`src/rtl/fp_relu_accumulator_pkg.sv`:
```
// Shared definitions for the float ReLU accumulator: FSM encoding and
// IEEE-754 single-precision constants.
package fp_relu_accumulator_pkg;

  typedef enum logic [1:0] {
    S_IDLE  = 2'd0,
    S_ACCUM = 2'd1,
    S_DONE  = 2'd2
  } state_t;

  localparam logic [31:0] FP_ZERO  = '0;
  localparam int unsigned EXP_BIAS = 127;

endpackage

```
`src/rtl/fp_relu_accumulator_f_add.sv`:
```
// Combinational single-precision adder: truncating alignment, no rounding,
// no NaN/infinity/denormal handling; 32'b0 is treated as exact zero.
module f_add
  import fp_relu_accumulator_pkg::*;
(
  input  logic [31:0] A,
  input  logic [31:0] B,
  output logic [31:0] result
);

  logic        w_swap;
  logic [31:0] w_l;
  logic [31:0] w_s;
  logic [7:0]  w_diff;
  logic [23:0] w_ml;
  logic [23:0] w_ms_sh;
  logic [24:0] w_sum;
  logic [23:0] w_d;
  logic [4:0]  w_lz;
  logic [22:0] w_norm;

  always_comb begin
    // Order operands by magnitude so subtraction never goes negative.
    w_swap  = B[30:0] > A[30:0];
    w_l     = w_swap ? B : A;
    w_s     = w_swap ? A : B;
    w_diff  = w_l[30:23] - w_s[30:23];
    w_ml    = {1'b1, w_l[22:0]};
    w_ms_sh = (w_diff >= 8'd25) ? '0 : ({1'b1, w_s[22:0]} >> w_diff);
    w_sum   = {1'b0, w_ml} + {1'b0, w_ms_sh};
    w_d     = w_ml - w_ms_sh;

    w_lz = '0;
    for (int unsigned i = 0; i < 24; i++) begin
      if (w_d[i]) w_lz = 5'(23 - i);
    end
    w_norm = w_d[22:0] << w_lz;

    if (A == FP_ZERO)
      result = B;
    else if (B == FP_ZERO)
      result = A;
    else if (w_diff >= 8'd25)
      result = w_l;
    else if (A[31] == B[31])
      result = w_sum[24] ? {w_l[31], w_l[30:23] + 8'd1, w_sum[23:1]}
                         : {w_l[31], w_l[30:23], w_sum[22:0]};
    else if (w_d == '0)
      result = FP_ZERO;
    else
      result = {w_l[31], w_l[30:23] - {3'b000, w_lz}, w_norm};
  end

endmodule

```
`src/rtl/fp_relu_accumulator.sv`:
```
// Streams float product terms into a running sum, optionally ReLU-clamps the
// result and holds it until the downstream handshake.
module fp_relu_accumulator
  import fp_relu_accumulator_pkg::*;
#(
  parameter int unsigned MAX_TERMS = 8,
  parameter int unsigned CNT_W     = 4
) (
  input  logic             clk,
  input  logic             rst,
  input  logic             start,
  input  logic             relu_en,
  input  logic             in_valid,
  input  logic [31:0]      in_data,
  input  logic             in_last,
  output logic             in_ready,
  output logic             out_valid,
  input  logic             out_ready,
  output logic [31:0]      out_data,
  output logic [CNT_W-1:0] term_count,
  output logic             overflow_err
);

  state_t           r_state;
  state_t           w_state_next;
  logic [31:0]      r_acc;
  logic [31:0]      w_sum;
  logic [CNT_W-1:0] r_cnt;
  logic [CNT_W-1:0] w_cnt_inc;
  logic             r_ovf;
  logic             r_relu;
  logic             w_accept;
  logic             w_at_max;

  f_add u_f_add (
    .A      (r_acc),
    .B      (in_data),
    .result (w_sum)
  );

  assign w_accept  = (r_state == S_ACCUM) && in_valid;
  assign w_cnt_inc = (r_cnt == CNT_W'(MAX_TERMS)) ? r_cnt : r_cnt + 1'b1;
  assign w_at_max  = (w_cnt_inc == CNT_W'(MAX_TERMS));

  always_comb begin
    w_state_next = r_state;
    in_ready     = 1'b0;
    out_valid    = 1'b0;
    case (r_state)
      S_IDLE: if (start) w_state_next = S_ACCUM;
      S_ACCUM: begin
        in_ready = 1'b1;
        if (w_accept && (in_last || w_at_max)) w_state_next = S_DONE;
      end
      S_DONE: begin
        out_valid = 1'b1;
        if (out_ready) w_state_next = S_IDLE;
      end
      default: w_state_next = S_IDLE;
    endcase
  end

  always_ff @(posedge clk) begin
    if (rst) begin
      r_state <= S_IDLE;
      r_acc   <= FP_ZERO;
      r_cnt   <= '0;
      r_ovf   <= 1'b0;
      r_relu  <= 1'b0;
    end else begin
      r_state <= w_state_next;
      if (r_state == S_IDLE && start) begin
        r_acc  <= FP_ZERO;
        r_cnt  <= '0;
        r_ovf  <= 1'b0;
        r_relu <= relu_en;
      end
      if (w_accept) begin
        r_acc <= w_sum;
        r_cnt <= w_cnt_inc;
        if (w_at_max && !in_last) r_ovf <= 1'b1;
      end
    end
  end

  // Clamp applied on the output path so the raw sum stays inspectable.
  assign out_data     = (r_relu && r_acc[31]) ? FP_ZERO : r_acc;
  assign term_count   = r_cnt;
  assign overflow_err = r_ovf;

endmodule

```
`config.mk`:
```
export PLATFORM = sky130hd
export DESIGN_NAME = fp_relu_accumulator
export DESIGN_NICKNAME = d
export VERILOG_FILES = /design/src/rtl/fp_relu_accumulator_pkg.sv /design/src/rtl/fp_relu_accumulator_f_add.sv /design/src/rtl/fp_relu_accumulator.sv
export SDC_FILE = /design/constraint.sdc
export NUM_CORES = 1
export LEC_CHECK = 0
export ABC_AREA = 1
export ABC_CLOCK_PERIOD_IN_PS = 9900
export CAP_MARGIN = 5
export CORE_AREA = 2 2 136 151
export DETAILED_ROUTE_END_ITERATION = 10
export DIE_AREA = 0 0 138 153
export PLACE_DENSITY = 0.78
export SYNTH_ARGS = -nofsm -noshare
export SYNTH_HDL_FRONTEND = slang
export SYNTH_HIERARCHICAL = 1
export SYNTH_SLANG_ARGS = --single-unit
```
`constraint.sdc`:
```
create_clock -name clk -period 9.9 [get_ports clk]
set_clock_uncertainty 0.15 [all_clocks]
set_input_delay 2.475 -clock clk [delete_from_list [all_inputs] [get_ports clk]]
set_output_delay 2.475 -clock clk [all_outputs]
set_load 0.02 [all_outputs]
```
Yosys cells after proc, flatten, opt, wreduce, memory -nomap -nowiden
Cells that the tools add are included.
- $add $sub $neg: 6
- $mul: 0
- divide/modulo/power cells: 0
- order comparisons: 2
- eq/ne operators: 9
- shifts and indexed selects: 2
- muxes and demuxes: 48
- bitwise operators: 0
- reductions and logical operators: 14
- operator list (cell ; count):
    $mux 32 ; 9
    $mux 5 ; 24
    $logic_not 32->1 ; 2
    $mux 31 ; 2
    $gt 31x31->1 ; 1
    $add 24x24->25 ; 1
    $logic_not 24->1 ; 1
    $mux 24 ; 1
    $shr 24x8->24 ; 1
    $sub 24x24->24 ; 1
    $shl 23x5->23 ; 1
    $mux 4 ; 3
    $add 8x1->8 const B ; 1
    $eq 4x4->1 const B ; 2
    $ge 8x5->1 const B ; 1
    $sub 8x5->8 ; 1
    $sub 8x8->8 ; 1
    $mux 2 ; 3
    $pmux 2 s3 ; 1
    $logic_and 1x1->1 ; 5
    $mux 1 ; 5
    $add 4x1->4 const B ; 1
    $ne 2x2->1 const B ; 2
    $ne 3x2->1 const B ; 1
    other kinds (10) ; 10
- bits in registers: 40
- bits in latches: 0
- RAM bits: 0
- bits in read-only memories: 0
- input port bits: 39
- output and inout port bits: 39
- word-level logic and storage cells: 86
- memories: 0

Logic depth before layout (Yosys ltp)
- depth after elaboration: 37
- mapped depth: 79
- depth with buffers taken out: 78

Cells and area by module
The synthesis kept the hierarchy.
- modules (own cells, without submodules) (module ; times used ; cells an instance ; area an instance (um^2) ; sequential area each (um^2)):
    f_add ; 1 ; 1708 ; 8685.8 ; 0.0
    fp_relu_accumulator ; 1 ; 274 ; 1883.1 ; 800.8

Least setup slack after synthesis
Ideal clock, no wire load.
- path type: in2reg
- start point: in in_data[26]
- end point: reg r_acc[30]
- setup time: 0.138 ns
- arrival: 9.706 ns
- data required time: 9.612 ns
- slack: -0.094 ns
- stages: 70
- buffers on the path: 3
- path through: ha_1 -> buf_2 -> nand2_1 -> inv_2 -> nand2_1 -> nand2_1 -> nand2_1 -> nand2_1 -> a21oi_1 -> nand2_4 -> nand2_4 -> nand2_1 -> nand3_2 -> ha_1 -> inv_1 -> nand2_1 -> nand2_1 -> nand3_1 -> [34 not listed] -> nand2_2 -> buf_4 -> ha_1 -> nand2_1 -> o21ai_0 -> a21oi_1 -> o21bai_1 -> inv_1 -> nand3_1 -> xor2_1 -> o21ai_0 -> o21bai_1 -> o21ai_1 -> nand2_1 -> nand2_1 -> nand2_1 -> nand2_1 -> a21oi_2
- longest elaborated chain between the ends: 37
- elaborated cells on any way between the ends: 46
- those cells by class: add/sub: 5; order compare: 2; eq/ne: 1; shift: 1; mux: 34; reduce/logical: 3
- ends and longest elaborated chain (item ; line ; text):
    start, declared ; fp_relu_accumulator.sv:14 ; input logic [31:0] in_data,
    $gt 31x31->1 ; fp_relu_accumulator_f_add.sv:24 ; w_swap = B[30:0] > A[30:0];
    $mux 32 or $mux 31 (tied branches) ; fp_relu_accumulator_f_add.sv:25, fp_relu_accumulator_f_add.sv:26 ;
    $sub 8x8->8 ; fp_relu_accumulator_f_add.sv:27 ; w_diff = w_l[30:23] - w_s[30:23];
    $shr 24x8->24 or $ge 8x5->1 (tied branches) ; fp_relu_accumulator_f_add.sv:29, fp_relu_accumulator_f_add.sv:43 ;
    $mux 24 ; fp_relu_accumulator_f_add.sv:29 ; w_ms_sh = (w_diff >= 8'd25) ? '0 : ({1'b1, w_s[22:0]} >> w_diff);
    $sub 24x24->24 ; fp_relu_accumulator_f_add.sv:31 ; w_d = w_ml - w_ms_sh;
    $mux 5 (24 in series) ; fp_relu_accumulator_f_add.sv:35 ; if (w_d[i]) w_lz = 5'(23 - i);
    $sub 8x5->8 ; fp_relu_accumulator_f_add.sv:51 ; result = {w_l[31], w_l[30:23] - {3'b000, w_lz}, w_norm};
    $mux 32 ; fp_relu_accumulator_f_add.sv:48 ; else if (w_d == '0)
    $mux 32 ; fp_relu_accumulator_f_add.sv:45 ; else if (A[31] == B[31])
    $mux 32 * ; fp_relu_accumulator_f_add.sv:43 ; else if (w_diff >= 8'd25)
    $mux 32 * ; fp_relu_accumulator_f_add.sv:41 ; else if (B == FP_ZERO)
    $mux 32 * ; fp_relu_accumulator_f_add.sv:39 ; if (A == FP_ZERO)
    named net w_sum[30] ; fp_relu_accumulator.sv:27 ; logic [31:0] w_sum;
    $mux 32 * ; fp_relu_accumulator.sv:78 ; if (w_accept) begin
    end signal, assigned ; fp_relu_accumulator.sv:79 ; r_acc <= w_sum;
    end, declared ; fp_relu_accumulator.sv:26 ; logic [31:0] r_acc;
Mark *: on every way through the listed nets, which the timed path passes. The rest lies on a longest branch. The select of a mux whose other input is x is not followed.
A chain may end at the register's enable or synchronous reset.

Worst setup path in the final report
- start point: in in_data[17]
- end point: reg r_acc[30]
The elaborated chain is that of the path after synthesis.

==> run_results.csv <==
group,metric,value,unit
route,drt_iter0_drc,1830,
sta,tns,0,ns
cts,clock-sinks,40,
sta,hold_viol,0,
power,powerDensity,213.5,nW/um2
placed_design,hpwl,34100,um
worst_setup_path,cp-start-kind,"input pin",
worst_setup_path,required,9.91,ns
global_routing,grt_start_max_net_pins,80,
synth,synthCells,1982,
route,wl,45990,um
worst_setup_path,crit_slowest_cell,"ha_4",
floorplanning,rows,54,
global_routing,antenna_found_initial,0,
cts,clock_latency,0.31,ns
route,first_pass_iters,7,
worst_setup_path,critPathBufInv,12,
route,wire_per_inst,17.77,um
status,outcome,"complete, no violations",
cells_and_area,final_area,15630,um2
cts,ctsHoldBuffers,0,
sta,fin_crit_sh,0.9996,
floorplanning,io_pins,78,
sta,finalCriticalPeriod,9.896,ns
sta,tightestPinTransition,1.073,ns
floorplanning,initial_core_util,0.5394,
synth,synth.ff_latch_count,40,
sta,setup_viol,0,
synth,synthTopCellsByCount,"nand2_1 (599), inv_1 (267), nand3_1 (204)",
route,drt-vias-per-instance,5.842,
route,route.detailed.drc,0,
worst_setup_path,cp_max_fo,5,
synth,synth.area.top_cells,"nand2_1 (21%), ha_1 (10%), nand3_1 (9.7%)",
power,p_sw,1.878,mW
cts,cts_tree,"yes",
synth,synth_fp_nets,2111,
power,pwr-share-comb,0.876,
global_routing,track_usage,0.3909,
cells_and_area,postLayoutCoreUtil,0.7974,
synth,yosysWarnings,6,
cells_and_area,area_growth,47.84,%
synth,yosys.cell_types.count,55,
route,via_count,15120,
synth,seq_area_frac_synth,0.07577,
synth,synthesis.area,10570,um2
cells_and_area,drive_gt1_frac,0.3172,
global_routing,grt_pass1_vias,13700,
global_routing,grt_pass1_wl,68240,um
synth,syn_area_per_cell,5.332,um2
synth,yosysMostFrequentCell,"nand2_1",
floorplanning,core,19590,um2
cts,clockBufferDepth,2,
sta,fmax,101.1,MHz
placed_design,placed_area,13720,um2
hold_path,worstHoldPathType,"register to register",
synth,synth_top_area_share,0.2127,
synth,synth_edf_count,0,
route,final_antenna_net_count,0,
floorplanning,die_h,153,um
sta,drv_slew,0,
worst_setup_path,cpPeakStageDelay,0.33,ns
global_routing,gr-total-overflow,0,
cells_and_area,nets,2464,
power,peakVddDrop,0.2765,mV
sta,rsz0062_at_grt,"yes",
placed_design,gp_congestion,1.028,
cts,htree_levels,2,
power,leakage,7.515,nW
floorplanning,die_x,138,um
sta,whs,0.3302,ns
power,switching_share,0.5630,
worst_setup_path,path_delay_family,"simple AND/OR/NAND/NOR gates",
cts,clockRootBuffer,"clkbuf_16",
cts,path_clk_slew,0.08,ns
sta,relSlewSlack,0.2849,
worst_setup_path,end_kind,"register",
cells_and_area,final.fill_count,1449,
synth,synth_top_cell_by_area,"nand2_1",
cells_and_area,diodes,0,
synth,synthFlopType,"dfxtp_1",
run,max-cap-violations,0,
floorplanning,die_area,21110,um2
power,p_int,1.458,mW
placed_design,dp_cells,2541,
power,seqPwrFrac,0.062,
cts,cts_made_buffers,5,
worst_setup_path,crit_type,"input pin to register",
synth,async_reset_ff_frac,0,
power,power_frac_clock,0.062,
cells_and_area,layout.cells.non_filler,2588,
placed_design,io_buffer_count,77,
worst_setup_path,cp.arrival,9.90,ns
-- routing by layer --
metal	vias up	wire length, um	global-route usage	share of wire
met5	-	0	0	0
met4	0	2440	0.1744	0.053
li1	7139	-	-	-
met2	854	21600	0.6768	0.47
met3	181	3695	0.03634	0.080
met1	6946	18250	0.4934	0.40
-- worst min-delay path: cells and delay by family, from the launching register on --
family | cells | cell delay [ns]
and+or+nand+nor | 1 | 0.06
AOI/OAI and AO/OA | 1 | 0.05
DFF | 1 | 0.32
-- power groups by stage --
| stage | Clock (mW) | Sequential, mW | Combinational [mW] |
|---|---|---|---|
| CTS | 0.203 | 0.205 | 2.56 |
| detailed placement | 0 | 0.208 | 2.43 |
| floorplan | 0 | 0.197 | 1.49 |
| global placement | 0 | 0.207 | 2.40 |
| global route | 0.209 | 0.209 | 3.15 |
| finish | 0.205 | 0.207 | 2.92 |
-- layout make-up --
type	count	area [um2]	share of cell area
Timing Repair Buffer	441	3498	0.2239
Clock inverter	3	42.54	0.002723
Multi-Input combinational cell	1564	9764	0.6249
Inverter	283	1079	0.06903
Sequential cell	40	800.8	0.05125
Tap cell	252	315.3	0.02018
Clock buffer	5	125.1	0.008008
-- repair_timing --
action,in CTS,in global routing
setup endpoints to repair,32,32
gates cloned,1,0
pin swaps,59,117
setup buffers,13,26
resized for setup,153,306
-- state kept, by name (all words and copies together), names as in the netlist --
signal        flops
r_relu            1
r_state           2
term_count        4
overflow_err      1
r_acc            32
-- logic make-up (layout without fill, tap and decap cells) --
logic type / after synthesis / in the layout / share of synthesized area
and+or+nand+nor: 1040 / 1041 / 0.4203
buffers and inverters: 379 / 732 / 0.1457
DFF: 40 / 40 / 0.07577
muxes: 4 / 4 / 0.003788
AOI/OAI and AO/OA: 384 / 384 / 0.2078
adders and majority gates: 90 / 90 / 0.1087
xor gates and xnor gates: 45 / 45 / 0.03800
-- layout by cell type (no fill, tap or decap), types with 19 or more instances in the layout --
cell,netlist,final
ha_1,87,51
nand3_1,204,179
clkbuf_2,0,26
nor2_2,3,19
o21ai_2,2,22
nand2_1,599,532
o211ai_1,32,32
a21oi_2,14,34
clkdlybuf4s50_1,0,45
nor2_1,150,120
ha_4,0,34
xor2_1,39,28
inv_2,13,21
o21ai_0,112,76
nand2_4,3,19
nand3_2,6,28
inv_1,267,254
dfxtp_1,40,40
a21oi_1,138,114
buf_4,9,347
nand2_2,14,65
o21ai_1,29,44
-- per-stage QoR --
step | total power, mW | setup slack (ns)
2_1_floorplan | 1.690 | -0.009358
3_3_place_gp | 2.606 | -1.211
3_5_place_dp | 2.639 | -1.341
4_1_cts | 2.969 | 0.001394
5_1_grt | 3.564 | -0.4290
6_report | 3.336 | 0.004415
-- path summary, 6_finish.rpt --
kind,start,to,slack (ns),depth (start not counted)
setup / recovery,in_data[17],r_acc[30]$_SDFFE_PP0P_,0.004,67
hold / removal,overflow_err$_SDFF_PP0_,overflow_err$_SDFF_PP0_,0.33,2
setup reg to reg,r_acc[25]$_SDFFE_PP0P_,r_acc[30]$_SDFFE_PP0P_,1.58,66
hold reg to reg,overflow_err$_SDFF_PP0_,overflow_err$_SDFF_PP0_,0.33,2
Power figures use the tool's default switching activity.
